<file path="src/rtl/uart_tx_arbiter.sv">
// ============================================================================
// Module   : uart_tx_arbiter
// Purpose  : Round-robin arbiter sharing one UART transmitter among NUM_REQ
//            requesters. Optional WAIT_DONE watchdog: UART_ARB_TIMEOUT_EN.
// Revision : 1.0 - initial release
// ============================================================================
`default_nettype none

module uart_tx_arbiter #(
    parameter int NUM_REQ   = 4,
    parameter int NEWD_HOLD = 16,
    parameter int TIMEOUT   = 4096
) (
    input  logic                 clk,
    input  logic                 rst,
    input  logic [NUM_REQ-1:0]   req,
    input  logic [8*NUM_REQ-1:0] req_data,
    output logic [NUM_REQ-1:0]   gnt,
    output logic [NUM_REQ-1:0]   cmpl,
    output logic                 busy,
    output logic                 newd,
    output logic [7:0]           dintx,
    input  logic                 donetx,
    output logic                 err_timeout
);

    localparam int c_PW = (NUM_REQ > 1) ? $clog2(NUM_REQ) : 1;
    localparam int c_HW = $clog2(NEWD_HOLD + 1);
    localparam logic [NUM_REQ-1:0] c_ONE  = {{(NUM_REQ-1){1'b0}}, 1'b1};
    localparam logic [c_PW-1:0]    c_LAST = c_PW'(NUM_REQ - 1);

    typedef enum logic [1:0] {
        IDLE      = 2'd0,
        ISSUE     = 2'd1,
        WAIT_DONE = 2'd2
    } state_t;

    state_t               r_state,    w_state_nxt;
    logic [c_PW-1:0]      r_ptr,      w_ptr_nxt;
    logic [c_PW-1:0]      r_owner,    w_owner_nxt;
    logic [c_HW-1:0]      r_hold_cnt, w_hold_nxt;
    logic                 r_donetx_q;
    logic [NUM_REQ-1:0]   r_gnt,      w_gnt_nxt;
    logic [NUM_REQ-1:0]   r_cmpl,     w_cmpl_nxt;
    logic                 r_busy,     w_busy_nxt;
    logic                 r_newd,     w_newd_nxt;
    logic [7:0]           r_dintx,    w_dintx_nxt;
    logic                 r_err,      w_err_nxt;

`ifdef UART_ARB_TIMEOUT_EN
    localparam int c_TW = (TIMEOUT > 1) ? $clog2(TIMEOUT) : 1;
    logic [c_TW-1:0]      r_to_cnt,   w_to_nxt;
`endif

    logic                 w_found;
    logic [c_PW-1:0]      w_winner;
    logic [7:0]           w_win_byte;
    logic                 w_rise;

    assign w_rise = donetx & ~r_donetx_q;

    // First requesting index at or above ptr, wrapping past NUM_REQ-1 to 0.
    always_comb begin
        w_found    = 1'b0;
        w_winner   = '0;
        w_win_byte = 8'h00;
        for (int k = 0; k < NUM_REQ; k++) begin
            int idx;
            idx = int'(r_ptr) + k;
            if (idx >= NUM_REQ) idx = idx - NUM_REQ;
            if (!w_found && req[idx]) begin
                w_found    = 1'b1;
                w_winner   = c_PW'(idx);
                w_win_byte = req_data[8*idx +: 8];
            end
        end
    end

    always_comb begin
        w_state_nxt = r_state;
        w_ptr_nxt   = r_ptr;
        w_owner_nxt = r_owner;
        w_hold_nxt  = r_hold_cnt;
        w_gnt_nxt   = '0;
        w_cmpl_nxt  = '0;
        w_busy_nxt  = r_busy;
        w_newd_nxt  = r_newd;
        w_dintx_nxt = r_dintx;
        w_err_nxt   = 1'b0;
`ifdef UART_ARB_TIMEOUT_EN
        w_to_nxt    = r_to_cnt;
`endif
        case (r_state)
            IDLE: begin
                w_newd_nxt = 1'b0;
                if (w_found) begin
                    w_gnt_nxt   = c_ONE << w_winner;
                    w_busy_nxt  = 1'b1;
                    w_newd_nxt  = 1'b1;
                    w_dintx_nxt = w_win_byte;
                    w_owner_nxt = w_winner;
                    w_ptr_nxt   = (w_winner == c_LAST) ? '0 : c_PW'(w_winner + 1'b1);
                    // The grant cycle itself is the first newd-high cycle.
                    w_hold_nxt  = c_HW'(1);
                    w_state_nxt = ISSUE;
                end
            end
            ISSUE: begin
                if (r_hold_cnt == c_HW'(NEWD_HOLD)) begin
                    w_newd_nxt  = 1'b0;
                    w_hold_nxt  = '0;
                    w_state_nxt = WAIT_DONE;
`ifdef UART_ARB_TIMEOUT_EN
                    w_to_nxt    = '0;
`endif
                end else begin
                    w_hold_nxt = c_HW'(r_hold_cnt + 1'b1);
                end
            end
            WAIT_DONE: begin
                // A rise coinciding with the watchdog limit wins as completion.
                if (w_rise) begin
                    w_cmpl_nxt  = c_ONE << r_owner;
                    w_busy_nxt  = 1'b0;
                    w_state_nxt = IDLE;
`ifdef UART_ARB_TIMEOUT_EN
                end else if (r_to_cnt == c_TW'(TIMEOUT - 1)) begin
                    w_err_nxt   = 1'b1;
                    w_busy_nxt  = 1'b0;
                    w_state_nxt = IDLE;
                end else begin
                    w_to_nxt = c_TW'(r_to_cnt + 1'b1);
`endif
                end
            end
            default: begin
                w_state_nxt = IDLE;
                w_busy_nxt  = 1'b0;
                w_newd_nxt  = 1'b0;
            end
        endcase
    end

    always_ff @(posedge clk) begin
        if (rst) begin
            r_state    <= IDLE;
            r_ptr      <= '0;
            r_owner    <= '0;
            r_hold_cnt <= '0;
            r_donetx_q <= 1'b0;
            r_gnt      <= '0;
            r_cmpl     <= '0;
            r_busy     <= 1'b0;
            r_newd     <= 1'b0;
            r_dintx    <= 8'h00;
            r_err      <= 1'b0;
`ifdef UART_ARB_TIMEOUT_EN
            r_to_cnt   <= '0;
`endif
        end else begin
            r_state    <= w_state_nxt;
            r_ptr      <= w_ptr_nxt;
            r_owner    <= w_owner_nxt;
            r_hold_cnt <= w_hold_nxt;
            r_donetx_q <= donetx;
            r_gnt      <= w_gnt_nxt;
            r_cmpl     <= w_cmpl_nxt;
            r_busy     <= w_busy_nxt;
            r_newd     <= w_newd_nxt;
            r_dintx    <= w_dintx_nxt;
            r_err      <= w_err_nxt;
`ifdef UART_ARB_TIMEOUT_EN
            r_to_cnt   <= w_to_nxt;
`endif
        end
    end

    assign gnt         = r_gnt;
    assign cmpl        = r_cmpl;
    assign busy        = r_busy;
    assign newd        = r_newd;
    assign dintx       = r_dintx;
    assign err_timeout = r_err;

endmodule

`default_nettype wire
</file>
<file path="config.mk">
export PLATFORM = sky130hd
export DESIGN_NAME = uart_tx_arbiter
export DESIGN_NICKNAME = d
export VERILOG_FILES = /design/src/rtl/uart_tx_arbiter.sv
export SDC_FILE = /design/constraint.sdc
export NUM_CORES = 1
export LEC_CHECK = 0
export BUFFER_PORTS_ARGS = -buffer_cell sky130_fd_sc_hd__buf_2
export CAP_MARGIN = 15
export CELL_PAD_IN_SITES_DETAIL_PLACEMENT = 0
export CELL_PAD_IN_SITES_GLOBAL_PLACEMENT = 2
export CORE_UTILIZATION = 36
export CTS_BUF_LIST = sky130_fd_sc_hd__clkbuf_8
export CTS_CLUSTER_SIZE = 8
export DETAILED_ROUTE_END_ITERATION = 10
export HOLD_SLACK_MARGIN = 0.03
export PLACE_DENSITY_LB_ADDON = 0.1
export SLEW_MARGIN = 10
export SYNTH_ARGS = -nofsm -noshare
export SYNTH_HDL_FRONTEND = slang
export SYNTH_SLANG_ARGS = --single-unit
</file>
<file path="constraint.sdc">
create_clock -name clk -period 6.18 [get_ports clk]
set_input_delay 1.236 -clock clk [delete_from_list [all_inputs] [get_ports clk]]
set_output_delay 1.236 -clock clk [all_outputs]
set_load 0.02 [all_outputs]
</file>
==> impl_summary.txt, run 1 <==
----------------------------------------------------
[Power]
  Leakage Power ... around 1.1 nW
  Power density relative to cell area ... ~400 nW/um^2
  Maximum vdd ir drop ... 0.1751 mV

[Min path]
  Endpoint, Worst Hold ... cmpl[1]
  Startpoint of the most critical hold path ... r_owner[1]
  Class of the tightest hold or removal check ... reg2reg
  Number of instances on the worst hold path ... 1

[Finish]
  Utilization after layout ... a little over two fifths
  Fraction of layout cells with a size suffix above 1 ... 38.74%
  Synthesis-to-layout area growth ... 15.32%
  Fill count ... 641
  Number of inserted diodes ... 0
  Nets ... 345
  Non-filler cells in the finished layout ... 379

[Worst setup path]
  FF-to-FF setup slack ... roughly 2200 ps
  Startpoint of the most critical register-to-register path ... r_ptr[1]
  Critical path type ... reg2reg
  Worst reg2reg endpoint ... dintx[0]
  Critical Path Source Type ... flip-flop
  Worst path arrival time ... 4170 ps
  Highest net fanout along the worst path ... 23
  Critical Path End Type ... flip-flop
  Reg2reg path depth ... 9
  Required @ worst endpoint ... 6330 ps

[Synthesis]
  Fraction of post-synthesis cell area in the top cell type by area ... 24.94%
  Synthesized instance count ... 257
  Cell Area, Synth ... roughly 2400 um^2
  Ranking of synthesized cells by instance count ... 30 x dfxtp_1, 28 x nor2_1, 24 x mux2_2
  Syn_nets ... 301
  Count of unique library cells instantiated by Yosys ... 42
  Async set-reset flop share out of synthesis ... 0%
  Synth Area per Inst ... ~9.4 um^2
  Total of flip-flops plus latches after synthesis ... 30
  Post-synthesis cell type with the largest combined area ... dfxtp_1
  Number of flops mapped to enable cells by yosys ... 0
  Most used flip-flop cell after synthesis ... dfxtp_1
  Total number of yosys warnings ... 0
  Share of the yosys chip area belonging to registers ... 24.94%
  Biggest area contributors in the synthesized netlist ... dfxtp_1 25%, mux4_2 19%, mux2_2 11%
  Most used standard cell by instance count after synthesis ... dfxtp_1

[Clock network]
  Number of clock sinks seen by CTS ... 30
  Total CTS buffers ... 5
  Total of cells resized after clock tree synthesis ... 0
  CTS clock-pin slew for the worst setup and hold paths ... 60 ps
  CTS Root Buffer Type ... clkbuf_8
  Post-CTS setup buffer count ... 0
  Maximum root-to-sink buffer count ... 2
  Number of hold buffers added after CTS ... 0
  TritonCTS clock tree ... yes
  Clock H-tree levels ... 2
  Clock insertion delay at the later pin of the skew report ... roughly 280 ps

[Place]
  Sum of net half-perimeters after detailed placement ... 4111 um
  Placed cells ... 371
  Number of buffer cells added on primary ports ... 56
  Routability-driven placement congestion ratio ... about 0.80

[GRT]
  Global-route wire length before repair ... 9653 um
  Global routing usage summed across all routing layers ... 16.82%
  GRT Residual Overflow ... 0
  Largest net degree at the start of global routing ... 50
  Antenna violations before repair ... 0
  Number of global-route vias before repair ... ~1900

[Detailed routing]
  Number of design rule violations left after detail routing ... 0
  Antenna viol nets, final ... 0
  Final WL ... approximately 5600 um
  Via Count ... 2090
  Vias per std cell ... 5.515
  Number of search-and-repair iterations in the first detailed-routing pass ... 5
  Wire length per cell after detailed routing ... between 10 and 15 um
  Initial DRC Count ... 76

[STA]
  Final hold violation count ... 0
  Number of max-slew violations in the final report ... 0
  Transition time at the pin with the least slew margin ... about 830 ps
  Final setup TNS ... 0 ps
  Setup repair after global routing missed its margin ... no
  Achievable frequency ... about 250 MHz
  Minimum period implied by the final worst setup slack ... roughly 4000 ps
  Final setup fails ... 0
  Slew Limit Headroom ... between 40% and 50%
  Share of the cycle needed by the critical path after routing ... 65.03%
  Final clock skew ... 3.233 ps

[Floorplan]
  Boundary Pins ... 58
  Width of the chip ... ~84 um
  Cell Rows ... 29
  Die Height ... 83.80 um
  Core box area ... 6386 um^2
  Starting utilization of the core area ... ~38%
  Area enclosed by the die boundary ... 7022 um^2

[Outcome]
  Status ... complete, no violations

[Job]
  Number of violations of the max-capacitance limit ... 0

----------------------------------------------------
## critical path: stages, from the launching register on
cell and delay [ps]:
dfxtp_1 810, inv_2 290, ha_1 360, buf_4 310, mux4_2 690, or3b_1 650
a221oi_1 300, a21oi_1 70, a211oi_1 320, nor3_1 80
## cell type report
cell class / instances / area (um^2) / area share [%]
multi-input combinational: 199 / 1663 / 59.86
sequential: 30 / 601.8 / 21.67
timing repair buffer: 59 / 302.8 / 10.90
tap: 77 / 96.34 / 3.468
clock buffer: 6 / 82.58 / 2.973
inverter: 6 / 22.52 / 0.8108
clock inverter: 2 / 8.758 / 0.3153
## sequential cells by signal, indices dropped and copies added, names as in the netlist, 2 cells and up
register,cells
dintx,8
r_owner,2
r_ptr,2
r_state,2
cmpl,4
gnt,4
r_hold_cnt,5
## cells by family after synthesis
family	count (synthesis)	synth area share [%]
AND/OR/NAND/NOR	87	17.56
AO/OA/AOI/OAI	52	14.75
buffers and inverters	28	6.026
flip-flops	30	24.94
XOR/XNOR	2	0.7274
multiplexers	52	33.25
adder cells (fa/ha/maj)	5	2.597
other	1	0.1557
## metrics by stage
stage	total power (W)	area (um^2)	setup WS [ps]	hold WS, ps
final	0.001098	2778	2161	474.0
after global routing	0.001191	2778	1786	505.7
after CTS	0.001111	2778	2166	471.2
after detailed placement	0.0009474	2686	2205	456.6
after global placement	0.0009529	2686	2264	449.6
after floorplan	0.0008264	2409	2870	429.9
## report_power, final
group          internal [W]  switching (W)  leakage [nW]  total, W
sequential         0.000232      0.0000313         0.247  0.000263
combinational      0.000317       0.000356         0.835  0.000674
clock             0.0000880      0.0000725        0.0524  0.000160
total              0.000638       0.000460          1.13   0.00110
## worst max-delay path by stage
stage                         from  endpoint  slack (ps)  cells past startpoint
final                     r_ptr[1]  dintx[0]        2160                      9
after global routing      r_ptr[1]  dintx[4]        1790                      9
after CTS                 r_ptr[1]  dintx[2]        2170                      9
after detailed placement  r_ptr[1]  dintx[0]        2210                      9
after global placement    r_ptr[1]  dintx[0]        2260                      9
after floorplan           r_ptr[0]  dintx[7]        2870                     14
## placed cells by master, fill, tap and decap left out, types with 3 or more instances in the layout
cell,count
inv_1,6
dfxtp_1,29
nor2b_1,5
clkbuf_8,6
a21oi_1,19
buf_4,3
a211oi_1,11
nand2_1,20
nor3_1,12
a31oi_1,3
a221oi_1,7
mux2i_1,8
mux4_2,20
nand3_1,4
buf_2,56
ha_1,5
nor2_1,28
nand2b_1,5
mux2_2,24
o21ai_0,5
## routing by layer
metal  wire length (um)  track usage (%)  vias to the layer above  share of wire, %
met5                  0                0                        -                 0
met4                 89            6.009                        0               1.6
met3                186            2.275                        6               3.3
met2               2521            25.72                       53                45
met1               2796            24.18                      982                50
li1                   -                -                     1049                 -
Note: power is estimated with default switching activity, not from simulation.
==> inputs of run 2 (changes only) <==
Settings changed: CORE_UTILIZATION 36 to 30.
Clock period 6.18 ns to 3.37 ns, I/O delays scaled along.
==> run 2 against run 1 <==
Hold slack gained 6.5 ps. Wire length grew 9.4%. First-iteration DRC count shrank 22%. Sequential share of layout area shrank 0.41 points. Non-clock buffer count grew 3. Die area grew 19%. Setup slack lost 1700 ps. Critical path type unchanged.
==> impl_summary.txt, run 2 (synthesis gave the netlist of run 1 again) <==
----------------------------------------------------
[Detailed routing]
  Initial DRC Count ... 59 (-22%)
  Final WL ... 6120 um (+9.4%)
  Vias per std cell ... 5.241 (-5.0%)
  Via Count ... 2133 (+2.1%)
  Antenna viol nets, final ... 0 (unchanged)
  Number of design rule violations left after detail routing ... 0 (unchanged)
  Wire length per cell after detailed routing ... 15.04 um (+1.9%)
  Number of search-and-repair iterations in the first detailed-routing pass ... 4 (-1)

[Worst setup path]
  Highest net fanout along the worst path ... 48 (+110%)
  FF-to-FF setup slack ... 480 ps (-1680 ps)
  Worst-path cell with the longest stage delay ... or3b_1
  Critical path type ... reg2reg
  Critical Path End Type ... flip-flop
  Cell type group with the largest total delay on the critical path ... simple AND/OR/NAND/NOR gates
  Required @ worst endpoint ... 3510 ps (-2820 ps)
  Ordered list of cells on the worst path ... buf_4 > mux4_2 > or3b_1 > a221oi_1 > a31oi_1 > a211oi_1 > nor3_1
  Max incr delay on CP ... 620 ps (-190 ps)
  Critical Path Source Type ... flip-flop
  Worst path bufs/invs ... 1 (-1)
  Worst path arrival time ... 3040 ps (-1130 ps)

[STA]
  Share of the cycle needed by the critical path after routing ... 85.78% (+21 points)
  Final setup TNS ... 0 ps (unchanged)
  Final setup fails ... 0 (unchanged)
  Final clock skew ... 8.771 ps (+5.537 ps)
  Minimum period implied by the final worst setup slack ... 2891 ps (-1128 ps)
  Slew Limit Headroom ... 53.39% (+9.3 points)
  Final hold violation count ... 0 (unchanged)
  Final-layout worst hold slack ... 480.5 ps (+6.521 ps)
  Transition time at the pin with the least slew margin ... 696.6 ps (-135.2 ps)
  Achievable frequency ... 345.9 MHz (+39%)
  Number of max-slew violations in the final report ... 0 (unchanged)
  Setup repair after global routing missed its margin ... no

[Floorplan]
  Starting utilization of the core area ... 31.17% (-6.5 points)
  Area enclosed by the die boundary ... 8391 um^2 (+19%)
  Die Height ... 91.60 um (+9.3%)
  Width of the chip ... 91.60 um (+9.3%)
  Core box area ... 7727 um^2 (+21%)
  Cell Rows ... 32 (+10%)
  Boundary Pins ... 58 (unchanged)

[GRT]
  Largest net degree at the start of global routing ... 49 (-2.0%)
  Number of global-route vias before repair ... 1929 (+0.78%)
  Antenna violations before repair ... 0 (unchanged)
  Global-route wire length before repair ... 9998 um (+3.6%)
  Global routing usage summed across all routing layers ... 15.07% (-1.7 points)
  GRT Residual Overflow ... 0 (unchanged)

[Power]
  Clock network fraction of design power ... 14.5% (about the same)
  Comb power frac ... 62.5% (+1.1 points)
  Net switching power of the design ... 0.0008603 W (+87%)
  Total power of the final layout ... 0.002045 W (+86%)
  Power share of the sequential group ... 23.0% (-1.0 points)
  Power density relative to cell area ... 722.1 nW/um^2 (+83%)
  Cell-internal power ... 0.001184 W (+86%)
  Leakage Power ... 1.149 nW (+1.3%)
  Net switching share of the total power ... 42.08% (+0.17 points)
  Maximum vdd ir drop ... 0.2648 mV (+51%)

[Finish]
  Synthesis-to-layout area growth ... 17.56%
  Final standard cell area without fillers ... 2831 um^2 (+1.9%)
  Highest-count cells in the layout ignoring fill and taps ... 56 x buf_2, 29 x dfxtp_1, 28 x nor2_1
  Number of inserted diodes ... 0 (unchanged)
  Non-filler cells in the finished layout ... 407 (+7.4%)
  Fraction of layout cells with a size suffix above 1 ... 39.34% (+0.60 points)
  Most common library cell in the layout ignoring fill and taps ... buf_2
  Nets ... 348 (+0.87%)
  Fill count ... 799 (+25%)
  Number of flip-flops in the largest register ... 8 (unchanged)

[Place]
  Routability-driven placement congestion ratio ... 0.7066 (-11%)
  DP Area ... 2740 um^2 (+2.0%)
  Number of buffer cells added on primary ports ... 56 (unchanged)
  Placed cells ... 399 (+7.5%)
  Sum of net half-perimeters after detailed placement ... 4436 um (+7.9%)

[Clock network]
  Total of cells resized after clock tree synthesis ... 0 (unchanged)
  Total CTS buffers ... 5 (unchanged)
  Number of clock sinks seen by CTS ... 30 (unchanged)
  Maximum root-to-sink buffer count ... 2 (unchanged)
  CTS clock-pin slew for the worst setup and hold paths ... 60 ps (about the same)
  Clock insertion delay at the later pin of the skew report ... 280 ps (about the same)
  Clock H-tree levels ... 2 (unchanged)
  Post-CTS setup buffer count ... 0 (unchanged)
  TritonCTS clock tree ... yes
  CTS Root Buffer Type ... clkbuf_8
  Number of hold buffers added after CTS ... 0 (unchanged)

[Outcome]
  Status ... complete, no violations

[Job]
  Number of violations of the max-capacitance limit ... 0 (unchanged)

[Min path]
  Class of the tightest hold or removal check ... reg2reg

----------------------------------------------------
run 2: changes by cell type in the layout (fill, tap and decap cells not counted):
cell / previous run / this run
buf_4: 3 / 6
run 2: routing by layer:
metal  vias up  global-route usage (%)  part of all wire, %
met5         -                       0                    0
met4         0                   3.968                 0.65
met3         2                   2.513                  3.3
met2        48                   24.37                   47
met1      1021                   20.70                   49
li1       1062                       -                    -
run 2: area by class of cell:
| type | count | area, um^2 | area share (%) |
|---|---|---|---|
| clock inverters | 2 | 8.758 | 0.3093 |
| inverters | 6 | 22.52 | 0.7954 |
| repair buffers | 62 | 325.3 | 11.49 |
| clock buffers | 6 | 82.58 | 2.916 |
| flip-flops and latches | 30 | 601.8 | 21.25 |
| well taps | 102 | 127.6 | 4.507 |
| multi-input cells | 199 | 1663 | 58.73 |
run 2: worst reg2reg max path: stages, from the launching register on:
cell and delay, ps:
dfxtp_2 320, buf_4 480, mux4_2 620, or3b_1 620
a221oi_1 310, a31oi_1 90, a211oi_1 250, nor3_1 80
run 2: final timing paths:
path	start	end	cells past startpoint
worst max-delay path	r_ptr[0]	dintx[7]	7
worst min-delay path	r_owner[1]	cmpl[1]	1
worst max register to register	r_ptr[0]	dintx[7]	7
worst min register to register	r_owner[1]	cmpl[1]	1
run 2: metrics by stage:
step           setup slack, ps  util (%)
6_report                 479.1     36.64
5_1_grt                  244.1     36.64
4_1_cts                  415.8     36.64
3_5_place_dp             368.7     35.46
3_3_place_gp             404.7     35.46
2_1_floorplan            59.90         -
run 2: power groups by stage:
stage | logic (W) | registers, W | clock network (W)
5_1_grt | 0.00140 | 0.000481 | 0.000327
3_3_place_gp | 0.00130 | 0.000479 | 0
6_report | 0.00128 | 0.000471 | 0.000296
3_5_place_dp | 0.00129 | 0.000479 | 0
4_1_cts | 0.00129 | 0.000472 | 0.000311
2_1_floorplan | 0.000988 | 0.000527 | 0
